## src/rtl/hbox3_filter_stage.sv

```systemverilog
// 3-tap horizontal box filter on a raster pixel stream, with edge replication
// at both ends of each line and a single registered output slot.
module hbox3_filter_stage #(
  parameter int DATA_WIDTH = 2,
  parameter int LINE_WIDTH = 4,
  parameter int COL_W      = $clog2(LINE_WIDTH)
) (
  input  logic                  clock,
  input  logic                  reset,
  input  logic                  u_i_ready,
  input  logic [DATA_WIDTH-1:0] data_in,
  output logic                  i_i_ready,
  input  logic                  u_r_ready,
  output logic [DATA_WIDTH+1:0] data_out,
  output logic                  i_r_ready,
  output logic                  eol_out
);

  localparam int SW = DATA_WIDTH + 2;

  typedef enum logic [1:0] {IDLE, RUN, FLUSH} state_t;

  state_t                state, state_nxt;
  logic [COL_W-1:0]      col, col_nxt;
  logic [DATA_WIDTH-1:0] prev, prev_nxt;
  logic [DATA_WIDTH-1:0] cur, cur_nxt;
  logic [SW-1:0]         data_nxt;
  logic                  valid_nxt;
  logic                  eol_nxt;
  logic                  advance;
  logic                  accept;
  logic [SW-1:0]         sum_run;
  logic [SW-1:0]         sum_flush;

  // The output slot can take a new result when empty or draining this cycle.
  assign advance   = !i_r_ready || u_r_ready;
  assign i_i_ready = advance && (state != FLUSH);
  assign accept    = u_i_ready && i_i_ready;

  assign sum_run   = SW'(prev) + SW'(cur) + SW'(data_in);
  assign sum_flush = SW'(prev) + (SW'(cur) << 1);

  always_ff @(posedge clock or posedge reset) begin
    if (reset) begin
      state     <= IDLE;
      col       <= '0;
      prev      <= '0;
      cur       <= '0;
      data_out  <= '0;
      i_r_ready <= 1'b0;
      eol_out   <= 1'b0;
    end else begin
      state     <= state_nxt;
      col       <= col_nxt;
      prev      <= prev_nxt;
      cur       <= cur_nxt;
      data_out  <= data_nxt;
      i_r_ready <= valid_nxt;
      eol_out   <= eol_nxt;
    end
  end

  // Column c is emitted when pixel c+1 arrives; the last column is emitted
  // from FLUSH using the right-edge pixel twice.
  always_comb begin
    state_nxt = state;
    col_nxt   = col;
    prev_nxt  = prev;
    cur_nxt   = cur;
    data_nxt  = data_out;
    eol_nxt   = eol_out;
    valid_nxt = i_r_ready;
    if (advance) valid_nxt = 1'b0;

    case (state)
      IDLE: begin
        if (accept) begin
          cur_nxt   = data_in;
          prev_nxt  = data_in;
          col_nxt   = COL_W'(1);
          state_nxt = RUN;
        end
      end
      RUN: begin
        if (accept) begin
          data_nxt  = sum_run;
          eol_nxt   = 1'b0;
          valid_nxt = 1'b1;
          prev_nxt  = cur;
          cur_nxt   = data_in;
          if (col == COL_W'(LINE_WIDTH - 1)) begin
            col_nxt   = '0;
            state_nxt = FLUSH;
          end else begin
            col_nxt = col + COL_W'(1);
          end
        end
      end
      FLUSH: begin
        if (advance) begin
          data_nxt  = sum_flush;
          eol_nxt   = 1'b1;
          valid_nxt = 1'b1;
          state_nxt = IDLE;
        end
      end
      default: state_nxt = IDLE;
    endcase
  end

endmodule

```

## config.mk

```make
export PLATFORM = sky130hd
export DESIGN_NAME = hbox3_filter_stage
export DESIGN_NICKNAME = d
export VERILOG_FILES = /design/src/rtl/hbox3_filter_stage.sv
export SDC_FILE = /design/constraint.sdc
export NUM_CORES = 1
export LEC_CHECK = 0
export ABC_CLOCK_PERIOD_IN_PS = 5900
export BUFFER_PORTS_ARGS = -buffer_cell sky130_fd_sc_hd__buf_2
export CORE_UTILIZATION = 35
export DETAILED_ROUTE_END_ITERATION = 8
export SLEW_MARGIN = 20
export SYNTH_ARGS = -nofsm -noshare
export SYNTH_HDL_FRONTEND = slang
export SYNTH_SLANG_ARGS = --single-unit
```

## constraint.sdc

```tcl
create_clock -name clock -period 5.9 [get_ports clock]
set_input_delay 1.18 -clock clock [delete_from_list [all_inputs] [get_ports clock]]
set_output_delay 1.18 -clock clock [all_outputs]
set_load 0.01 [all_outputs]
```

==> results.yml <==
run_status:
  outcome: "finished, final reports clean"
cells_and_area:
  final_nets: 117
  layout.cells.most_common_list: "15 x sky130_fd_sc_hd__inv_1, 14 x sky130_fd_sc_hd__dfrtp_1, 12 x sky130_fd_sc_hd__buf_2, 8 x sky130_fd_sc_hd__ha_1, 7 x sky130_fd_sc_hd__mux2_2"
  syn_to_final_growth_pct: 11.2
  antenna_cells_inserted: 0
  layout.cells.non_filler: 129
  mostFrequentLayoutCell: "sky130_fd_sc_hd__inv_1"
  proportion_of_layout_cells_with_a_drive_suffix_above_1: 0.283
  fillers: 245
global_route:
  grt_pass1_wl_microns: 2840
  maximum_number_of_pins_on_one_net_before_global_route_repair: 15
  grt_antenna_before_repair: 0
  grt_use_total: 0.143
  grt-ovfl-total: 0
  first_global_vias: 605
sta:
  relSlewSlack: 0.601
  timing.final.max_slew_violations: 0
  fin_setup_tns_ps: 0
  clock-skew-final_ps: 5.64
  period_minus_slack_ps: 3160
  grt_setup_unrepaired: "false"
  number_of_setup_violations_in_the_final_report: 0
  min_period_over_period: 0.535
  tightestPinTransition_ps: 598
  hold_slack_ps: 508
  hold_violations: 0
  max_freq_mhz: 317
routing:
  route.vias.total: 642
  uppermost_signal_routing_layer_after_detailed_routing: "met4"
  remaining_drc_errors: 0
  post_drt_wl_per_cell_microns: 12.7
  detail-route-antenna-nets: 0
  met3_length_microns: 73
  drt_pass1_iterations: 4
  detailroute.wirelength.met2_microns: 776
  drt_first_iter_violations: 10
  wirelength_met1_microns: 781
  routed_via_density: 4.98
  routed_wirelength_microns: 1640
power:
  worst_ir_drop_vdd_mv: 0.300
  leakagePower_nw: 0.486
  power-per-cell-area_nw_per_um2: 557
logic_synthesis:
  synth_simple_gate_area_share: 0.113
  ys_seq_area_frac: 0.386
  postSynthAreaPerCell_sq_um: 10.3
  netlist_area_sq_um: 907
  ys_async_sr_fraction: 1.00
  yosys-mux-area-fraction: 0.109
  synth_ff_type: "sky130_fd_sc_hd__dfrtp_1"
  synthesis.nets: 104
  synth_enable_flop_cells: 0
  number_of_warnings_reported_in_the_yosys_synthesis_log: 0
  adder_cell_share_of_the_synthesized_area: 0.154
  syn-instance-count: 88
  largest_family_of_logic_cells_by_synthesized_area: "adder cells"
  synth-compound-area-share: 0.154
  ys_ff_latch: 14
  synth_xor_xnor_area_share: 0
  netlist-cell-type-count: 28
floorplanning:
  start_util: 0.370
  fp.dieArea_sq_um: 2800
  number_of_top_level_pins: 13
  fp.dieH_microns: 52.9
  horizontal_die_dimension_microns: 52.9
  placement_rows: 18
  core_area_sq_um: 2450
worst_setup_path:
  timing.critical_path.max_delay_family: "simple AND/OR/NAND/NOR gates"
  worstSetupStartpointType: "primary input"
  timing.critical_path.cells: "buf_2 > nor2b_1 > nor2_1 > buf_2"
  crit_path_max_incr_delay_ps: 470
  timing.critical_path.mode_cell: "sky130_fd_sc_hd__buf_2"
  worst_path_max_delay_cell: "sky130_fd_sc_hd__nor2b_1"
  worst_ep_arrival_time_ps: 1980
  timing.reg2reg.setup_slack_ps: 3820
  worst-setup-path-type: "primary input to output port"
  path_max_fanout: 8
  crit_required_ps: 4720
  timing.rr.end: "data_out[2]$_DFFE_PP0P_"
  rr_worst_depth: 7
  critPathBufInv: 2
  end_kind: "output port"
  startpoint_of_the_most_critical_register_to_register_path: "prev[1]$_DFFE_PP0P_"
place:
  place.gp.congestion: 0.744
  place.detailed.instances: 126
  numPortBuffers: 12
  post-dp-hpwl_microns: 1240
min_path:
  origin_of_the_worst_min_delay_path: "data_out[0]$_DFFE_PP0P_"
  hold_path_end: "data_out[0]$_DFFE_PP0P_"
  hp-class: "register to register"
  timing.hold.worst_path_depth: 1
clocking:
  cts_setup_buffers: 0
  level_count_of_the_clock_h_tree: 1
  cts_tree: "done"
  cts_inserted_buffers: 3
  post_cts.resized_instances: 0
  ctsLongestPathBuffers: 2
  clkSinkCount: 14
  clock_transition_at_the_register_clock_pins_on_the_worst_setup_and_hold_paths_after_cts_ps: 80
  clk_latency_ps: 280
  clk_root_buffer_cell: "sky130_fd_sc_hd__clkbuf_4"
  post_cts_hold_buffer_count: 0
run:
  timing.max_cap.violations: 0
[layout make-up]
type	count	area, sq um	area share
clock buffer	3	22.5	0.0223
multi-input combinational	55	482	0.478
tap	30	37.5	0.0372
inverter	15	56.3	0.0558
sequential	14	350	0.347
timing repair buffer	12	60.1	0.0596
[stage by stage]
step	total power (W)	instance area, sq um	utilization	setup slack (ps)
CTS	0.000571	1010	0.411	2740
global route	0.000628	1010	0.411	2600
finish	0.000562	1010	0.411	2740
detailed placement	0.000512	986	0.402	2740
floorplan	0.000437	907	-	3050
global placement	0.000507	986	0.402	2750
[metal layers]
layer	up-vias	track usage
met2	13	0.226
li1	325	-
met4	0	0.0263
met3	2	0.0517
met5	-	0
met1	302	0.187
[where the power goes]
group	internal, W	switching (W)
sequential	0.000144	0.0000308
combinational	0.000162	0.000170
clock	0.0000237	0.0000315
total	0.000330	0.000232
[synth_stat cells (all sizes together) (3+ instances only)]
library cell,n,share of area
inv,15,0.062
dfrtp,14,0.39
ha,8,0.11
mux2,7,0.087
nor2,6,0.025
o21ai,5,0.028
buf,3,0.017
nand2b,3,0.029
nor3,3,0.022
[worst max-delay path by stage]
stage                    start                 endpoint  slack (ps)  cells after the start
global placement     u_r_ready                i_i_ready        2750                      4
detailed placement   u_r_ready                i_i_ready        2740                      4
floorplan           data_in[1]  data_out[2]$_DFFE_PP0P_        3050                      7
CTS                  u_r_ready                i_i_ready        2740                      4
global route         u_r_ready                i_i_ready        2600                      4
finish               u_r_ready                i_i_ready        2740                      4
[registers in the layout, summed over array words and instances (netlist names)]
name and flops:
cur 2, prev 2, i_r_ready 1, eol_out 1, state 2, data_out 4, col 2
[cells by family (layout without fill, tap and decap cells)]
| kind of cell | after synthesis | in the layout |
|---|---|---|
| and+or+nand+nor | 18 | 18 |
| DFF | 14 | 14 |
| buffers and inverters | 19 | 30 |
| muxes | 9 | 9 |
| AOI/OAI and AO/OA | 18 | 18 |
| adders and majority gates | 10 | 10 |
Power figures use the tool's default switching activity.
